`src/rtl/pmt_pkg.sv`:
```
// Shared types and defaults for the PMT photon-counting channels.
// Latency: n/a (declarations only).
// Backpressure: n/a (declarations only).
package pmt_pkg;

    // Default photon count width and gate-length width.
    localparam int CNT_W_DEF  = 16;
    localparam int GATE_W_DEF = 24;

    // Gate counter control states.
    typedef enum logic [1:0] {
        ST_IDLE  = 2'd0,
        ST_COUNT = 2'd1,
        ST_HOLD  = 2'd2
    } pmt_state_e;

endpackage : pmt_pkg

```
`src/rtl/pmt_pulse_sync.sv`:
```
// Synchronises a raw PMT discriminator pulse and emits a one-cycle rising-edge strobe.
// Latency: strobe is high in the 2nd cycle after the first clock edge that samples the pulse high.
// Backpressure: none; the strobe is free-running and must be consumed or dropped by the caller.
module pmt_pulse_sync (
    input  logic clock_i,
    input  logic reset_i,
    input  logic pmt_i,
    output logic evt_o
);

    logic s1_q;
    logic s2_q;
    logic s3_q;

    // Two metastability flops followed by a delayed copy used for edge detection.
    always_ff @(posedge clock_i or posedge reset_i) begin
        if (reset_i) begin
            s1_q <= 1'b0;
            s2_q <= 1'b0;
            s3_q <= 1'b0;
        end else begin
            s1_q <= pmt_i;
            s2_q <= s1_q;
            s3_q <= s2_q;
        end
    end

    // A rising edge on the synchronised level gives exactly one strobe cycle.
    assign evt_o = s2_q & ~s3_q;

endmodule : pmt_pulse_sync

```
`src/rtl/pmt_gate_counter.sv`:
```
// Counts synchronised PMT rising edges over a programmable gate window and offers the result.
// Latency: result valid gate_len+1 cycles after the accepted start; next start one cycle after handshake.
// Backpressure: result held stable while count_ready is low; start requests are dropped while busy.
module pmt_gate_counter
    import pmt_pkg::*;
#(
    parameter int CNT_W  = CNT_W_DEF,
    parameter int GATE_W = GATE_W_DEF
) (
    input  logic              clock,
    input  logic              reset,
    input  logic              pmt_in,
    input  logic [GATE_W-1:0] gate_len,
    input  logic              start,
    output logic              busy,
    output logic [CNT_W-1:0]  count_out,
    output logic              count_valid,
    input  logic              count_ready,
    output logic              overflow
);

    pmt_state_e        state_q, state_d;
    logic [GATE_W-1:0] timer_q, timer_d;
    logic [CNT_W-1:0]  acc_q,   acc_d;
    logic              ovf_q,   ovf_d;
    logic [CNT_W-1:0]  cnt_q,   cnt_d;
    logic              ovf_out_q, ovf_out_d;
    logic              valid_q, valid_d;
    logic              busy_q,  busy_d;

    logic              evt;
    logic              acc_sat;
    logic [CNT_W-1:0]  acc_nxt;
    logic              ovf_nxt;

    pmt_pulse_sync u_sync (
        .clock_i (clock),
        .reset_i (reset),
        .pmt_i   (pmt_in),
        .evt_o   (evt)
    );

    // Saturating accumulate of this cycle's event; an increment lost at the ceiling flags overflow.
    always_comb begin
        acc_sat = &acc_q;
        acc_nxt = acc_q;
        ovf_nxt = ovf_q;
        if (evt) begin
            if (acc_sat) begin
                ovf_nxt = 1'b1;
            end else begin
                acc_nxt = acc_q + CNT_W'(1);
            end
        end
    end

    // Window control: open on a non-zero start, count until the timer expires, hold until consumed.
    always_comb begin
        state_d   = state_q;
        timer_d   = timer_q;
        acc_d     = acc_q;
        ovf_d     = ovf_q;
        cnt_d     = cnt_q;
        ovf_out_d = ovf_out_q;
        valid_d   = valid_q;

        case (state_q)
            ST_IDLE: begin
                if (start && (gate_len != '0)) begin
                    state_d = ST_COUNT;
                    timer_d = gate_len;
                    acc_d   = '0;
                    ovf_d   = 1'b0;
                end
            end
            ST_COUNT: begin
                timer_d = timer_q - GATE_W'(1);
                acc_d   = acc_nxt;
                ovf_d   = ovf_nxt;
                // The timer==1 cycle is the last counted one, so its event goes into the result.
                if (timer_q == GATE_W'(1)) begin
                    state_d   = ST_HOLD;
                    cnt_d     = acc_nxt;
                    ovf_out_d = ovf_nxt;
                    valid_d   = 1'b1;
                end
            end
            ST_HOLD: begin
                if (valid_q && count_ready) begin
                    state_d = ST_IDLE;
                    valid_d = 1'b0;
                end
            end
            default: begin
                state_d = ST_IDLE;
                valid_d = 1'b0;
            end
        endcase

        busy_d = (state_d != ST_IDLE);
    end

    // State and result registers; reset abandons any open window without producing a result.
    always_ff @(posedge clock or posedge reset) begin
        if (reset) begin
            state_q   <= ST_IDLE;
            timer_q   <= '0;
            acc_q     <= '0;
            ovf_q     <= 1'b0;
            cnt_q     <= '0;
            ovf_out_q <= 1'b0;
            valid_q   <= 1'b0;
            busy_q    <= 1'b0;
        end else begin
            state_q   <= state_d;
            timer_q   <= timer_d;
            acc_q     <= acc_d;
            ovf_q     <= ovf_d;
            cnt_q     <= cnt_d;
            ovf_out_q <= ovf_out_d;
            valid_q   <= valid_d;
            busy_q    <= busy_d;
        end
    end

    assign busy        = busy_q;
    assign count_out   = cnt_q;
    assign count_valid = valid_q;
    assign overflow    = ovf_out_q;

endmodule : pmt_gate_counter
```
`config.mk`:
```
export PLATFORM = sky130hd
export DESIGN_NAME = pmt_gate_counter
export DESIGN_NICKNAME = d
export VERILOG_FILES = /design/src/rtl/pmt_pkg.sv /design/src/rtl/pmt_pulse_sync.sv /design/src/rtl/pmt_gate_counter.sv
export SDC_FILE = /design/constraint.sdc
export NUM_CORES = 1
export LEC_CHECK = 0
export ABC_AREA = 0
export CAP_MARGIN = 10
export CORE_ASPECT_RATIO = 1.5
export CORE_MARGIN = 2
export CORE_UTILIZATION = 30
export CTS_CLUSTER_DIAMETER = 50
export DETAILED_ROUTE_END_ITERATION = 6
export GPL_TIMING_DRIVEN = 0
export SLEW_MARGIN = 20
export SYNTH_ARGS = -nofsm -noshare
export SYNTH_HDL_FRONTEND = slang
export SYNTH_HIERARCHICAL = 1
export SYNTH_SLANG_ARGS = --single-unit
```
`constraint.sdc`:
```
create_clock -name clock -period 2.4 [get_ports clock]
set_clock_uncertainty 0.15 [all_clocks]
set_input_delay 0.36 -clock clock [delete_from_list [all_inputs] [get_ports clock]]
set_output_delay 0.36 -clock clock [all_outputs]
set_load 0.005 [all_outputs]
```
==> impl_metrics.ini, run 1 <==
[worst_setup_path]
criticalPathCategory = in2reg
crit_slowest_cell = clkdlybuf4s50_1
path_buf_inv = 4
reg2reg_slack_ns = 0.08
crit_path_max_incr_delay_ns = 0.49
worstPathCellList = clkdlybuf4s50_1, nor4_4, nand4_1, buf_4, o21a_1, clkbuf_2, buf_2, nand2_1, o21ai_0
worstPathRequired_ns = 2.44
path_max_fanout = 10
cp-end-kind = register
crit_arrival_ns = 2.39
cp_top_family = buffers and inverters
crit_path_start_kind = input pin

[die]
die_x_um = 93.1
core_um2 = 11500
rows = 48
die_y_um = 138
fp.dieArea_um2 = 12800
initial_core_util_pct = 30.9
pin_count = 48

[drt]
ant_nets = 0
drt-total-wl_um = 10400
wl_per_cell_um = 16.9
initialDrtViolationCount = 215
vias = 3326
vias_per_cell = 5.41
firstDrtPassIters = 4
drc = 0

[grt]
overflow = 0
grt_pass1_wl_um = 16400
grt_pass1_vias = 3263
grt_max_degree = 36
antenna_found_initial = 0
grt_usage_pct = 16.5

[sta]
fmax_ghz = 0.427
finalWorstSetupSlack_ns = 0.0563
rsz0062_at_grt = yes
worst_pin_slew_ns = 0.666
hold_viol_final = 0
period_share_pct = 97.7
maxSlewViolCount = 0
holdWs_ns = 0.121
setup_violations = 0
max_slew_margin_pct = 55.2
post-route-min-period_ns = 2.34

[pwr]
finalPower_uw = 3900
peakVddDrop_mv = 0.370
power_leakage_uw = 0.00185
power-per-cell-area_nw_per_um2 = 824

[cells_and_area]
layout_commonest_cell = dfrtp_1
finalNetCount = 492
antenna_cells = 0
area_growth_pct = 32.7
postLayoutCellArea_um2 = 4740
drive_above_1_share_pct = 11.4
instances_no_fill = 615
layout_common_cells = dfrtp_1, nand2_1, clkdlybuf4s50_1

[yosys]
synth_area_um2 = 3570
synth_seq_cells = 65
async_flop_share_pct = 100
synth_fp_nets = 425
synth_cell_types = 59
synth_top_area_share_pct = 45.6
yosys_most_used_dff = dfrtp_1
synth-edff-count = 0
synthCells = 393
yosysWarnings = 6
avgSynthCellArea_um2 = 9.08
yosys-top-cells-area = dfrtp_1, nand2_1, o21ai_0
yosysSeqAreaShare_pct = 45.6
yosysTopAreaCell = dfrtp_1

[cts]
clockBufferDepth = 2
cts_max_level = 3
path_clk_slew_ns = 0.06
clkLatencyLatePin_ns = 0.34
cts_root_buffer = clkbuf_16
cts.sinks = 65
tritoncts = done
cts_buffers = 9
holdBufCountCts = 0

[min_path]
holdCritPathClass = in2async

[placement]
placed_cell_area_um2 = 4250
portBuffers = 47
pre_cts_slack_ns = -0.649
gp_congestion = 0.872
dpl.hpwl_um = 7480
placed_cells = 591

[status]
status = finished clean

[job]
cap_violations = 0
registers in the layout, summed over array words and instances (netlist names):
register and flops:
timer_q 24, acc_q 16, count_out 16, state_q 2, busy 1, count_valid 1, overflow 1, ovf_q 1
u_sync/s1_q 1, u_sync/s2_q 1, u_sync/s3_q 1
path summary, 6_finish.rpt:
kind                       cells past startpoint                      end              startpoint
max reg2reg                                    6  timer_q[23]$_DFFE_PP0P_  timer_q[5]$_DFFE_PP0P_
max                                            9   timer_q[4]$_DFFE_PP0P_             gate_len[0]
min in group clock                             0    u_sync/s2_q$_DFF_PP0_   u_sync/s1_q$_DFF_PP0_
min                                            2    u_sync/s3_q$_DFF_PP0_                   reset
min reg2reg                                    0    u_sync/s2_q$_DFF_PP0_   u_sync/s1_q$_DFF_PP0_
max in group asynchronous                      3   timer_q[5]$_DFFE_PP0P_                   reset
logic make-up after synthesis:
family          share of synthesized area [%]
buf+inv                                  3.47
xor+xnor                                 4.42
flops                                    45.6
mux                                     0.842
compound gates                           18.4
simple gates                             26.3
fa+ha+maj                                1.05
what timing repair did:
item	in CTS	in global routing
pin swaps	2	6
setup endpoints to repair	43	38
cloned	0	1
resized for setup	12	16
buffers inserted	1	7
cells in the mapped netlist, drive strengths merged (9+ instances only):
library cell and n:
nor3 14, nand3 19, nand2 61, nor4 15, nand4 11, clkbuf 16, dfrtp 65, o211ai 9
nor2 18, o21ai 42, inv 10, xnor2 12
where the power goes:
group,internal [uW],switching (uW),leakage [uW]
combinational,369,446,0.000849
sequential,1300,256,0.000842
clock,1020,516,0.000163
total,2690,1220,0.00185
worst reg2reg max path: cells and delay by family, from the launching register on:
family,cells,cell delay [ns]
buffers and inverters,1,0.14
flip-flops,1,0.44
AND/OR/NAND/NOR,5,1.49
stage by stage:
step	TNS (ns)	util, %
2_1_floorplan	0	-
3_3_place_gp	-72.85	36.7
3_5_place_dp	-18.44	36.8
4_1_cts	0	40.3
5_1_grt	-0.326	41.1
6_report	0	41.1
cell type report:
cell class	instances	area, um^2
Multi-Input combinational cell	299	1880
Timing Repair Buffer	56	551
Buffer	19	101
Clock buffer	10	229
Clock inverter	6	115
Sequential cell	65	1630
Fill cell	1165	6790
Inverter	10	40.0
Tap cell	150	188
layer usage:
layer | track usage [%] | routed length, um
met1 | 18.4 | 4090
met2 | 30.7 | 5700
met3 | 2.79 | 403
met4 | 7.11 | 222
met5 | 0 | 0
No activity file was read; power rests on OpenSTA's default activity.
==> inputs of run 2 (changes only) <==
CELL_PAD_IN_SITES_DETAIL_PLACEMENT = 0   (was default)
CELL_PAD_IN_SITES_GLOBAL_PLACEMENT = 1   (was default)
CORE_ASPECT_RATIO = 0.9   (was 1.5)
PLACE_DENSITY_LB_ADDON = 0.1   (was default)
==> run 2 against run 1 <==
Largest power group unchanged. First-iteration DRC count down 41%. Final cell count is 0.49% higher. Die area decreased by 0.14%. Non-clock buffer count is 2 lower. Routed wire length is 2.3% higher. Hold slack better by 0.0029 ns. Largest cell class unchanged. Highest routed layer unchanged. Sequential share of layout area increased by 0.10 points. Core utilization is 0.14 points lower. Sequential power about the same. Total power down 4.4%.
==> impl_metrics.ini, run 2 (synthesis results as in run 1) <==
[cts]
cts_max_level = 3
tritoncts = done
clkLatencyLatePin_ns = 0.34
cts_buffers = 9
clockBufferDepth = 2
holdBufCountCts = 0
path_clk_slew_ns = 0.06
cts_root_buffer = clkbuf_16
cts.sinks = 65

[sta]
finalWorstSetupSlack_ns = 0.109
max_slew_margin_pct = 51.1
worst_pin_slew_ns = 0.727
maxSlewViolCount = 0
post-route-min-period_ns = 2.29
hold_viol_final = 0
period_share_pct = 95.5
setup_violations = 0
fmax_ghz = 0.437
tns_ns = 0

[status]
status = finished clean

[grt]
grt_pass1_wl_um = 17500
grt_pass1_vias = 3182
overflow = 0
grt_usage_pct = 17.6
antenna_found_initial = 0
grt_max_degree = 46

[pwr]
power_leakage_uw = 0.00185
power-per-cell-area_nw_per_um2 = 791
peakVddDrop_mv = 0.444

[cells_and_area]
area_growth_pct = 32.3
fill_cells = 1148
largest_reg_flops = 24
multi_input_area_um2 = 1900
top_register = timer_q
final-seq-area_um2 = 1630
drive_above_1_share_pct = 11.7
antenna_cells = 0
finish.utilization_pct = 40.9
layout_common_cells = dfrtp_1, nand2_1, clkdlybuf4s50_1
finalNetCount = 489
layout_commonest_cell = dfrtp_1

[drt]
drc = 0
initialDrtViolationCount = 126
vias = 3206
ant_nets = 0
drt-total-wl_um = 10700
vias_per_cell = 5.19
wl_per_cell_um = 17.2
firstDrtPassIters = 4

[worst_setup_path]
path_max_fanout = 7
path_buf_inv = 1
crit_slowest_cell = or4_1
worstPathCellList = nor4_4, and4_1, buf_6, nand3_4, or4_1, and3_1
crit_arrival_ns = 2.37
criticalPathCategory = reg2reg
crit_path_start_kind = register
cp_top_family = simple AND/OR/NAND/NOR gates
worstPathRequired_ns = 2.48
cp-end-kind = register
crit_path_max_incr_delay_ns = 0.52

[die]
pin_count = 48
fp.dieArea_um2 = 12800
die_x_um = 119
rows = 37
die_y_um = 107
initial_core_util_pct = 31.0
core_um2 = 11500

[placement]
dpl.hpwl_um = 7450
gp_congestion = 0.774
pre_cts_slack_ns = -0.789
portBuffers = 47

[job]
cap_violations = 0

[min_path]
holdCritPathClass = in2async
==> run 2: metal layers <==
layer | vias up | wire length (um) | global-route usage (%)
met5 | - | 0 | 0
met4 | 0 | 93 | 5.10
met3 | 6 | 397 | 5.30
met2 | 66 | 4350 | 23.9
met1 | 1556 | 5810 | 26.5
li1 | 1578 | - | -
==> run 2: timing repair <==
item,in CTS,in global routing
setup endpoints to repair,52,41
buffers inserted,1,5
pin swaps,1,5
gates resized for setup,19,22
==> run 2: per-stage QoR <==
| step | total power [uW] | hold slack, ns | std cells | instance area, um^2 |
|---|---|---|---|---|
| floorplan | 2080 | -0.0364 | 393 | 3570 |
| global placement | 2320 | 0.185 | 596 | 4230 |
| detailed placement | 2350 | 0.208 | 597 | 4260 |
| CTS | 3730 | 0.111 | 614 | 4640 |
| global route | 3960 | 0.143 | 618 | 4720 |
| finish | 3730 | 0.123 | 618 | 4720 |
==> run 2: cell type report <==
type | count | area share, %
clock inverter | 5 | 1.17
timing repair buffer | 54 | 11.5
inverter | 10 | 0.848
tap | 156 | 4.14
sequential | 65 | 34.5
clock buffer | 11 | 5.14
buffer | 19 | 2.49
multi-input combinational | 298 | 40.2
==> run 2: where the power goes <==
group          internal (uW)  total, uW  leakage (uW)  switching [uW]
registers               1300       1570      0.000843             277
clock network            829       1340      0.000142             508
logic                    390        823      0.000862             433
==> run 2: final timing paths <==
check	startpoint	end	slack [ns]	depth (start not counted)
max	timer_q[5]$_DFFE_PP0P_	timer_q[23]$_DFFE_PP0P_	0.11	6
min	reset	u_sync/s1_q$_DFF_PP0_	0.12	2
max reg2reg	timer_q[5]$_DFFE_PP0P_	timer_q[23]$_DFFE_PP0P_	0.11	6
min reg2reg	u_sync/s1_q$_DFF_PP0_	u_sync/s2_q$_DFF_PP0_	0.21	0
max in group asynchronous	reset	timer_q[23]$_DFFE_PP0P_	1.39	3
min in group clock	u_sync/s1_q$_DFF_PP0_	u_sync/s2_q$_DFF_PP0_	0.21	0
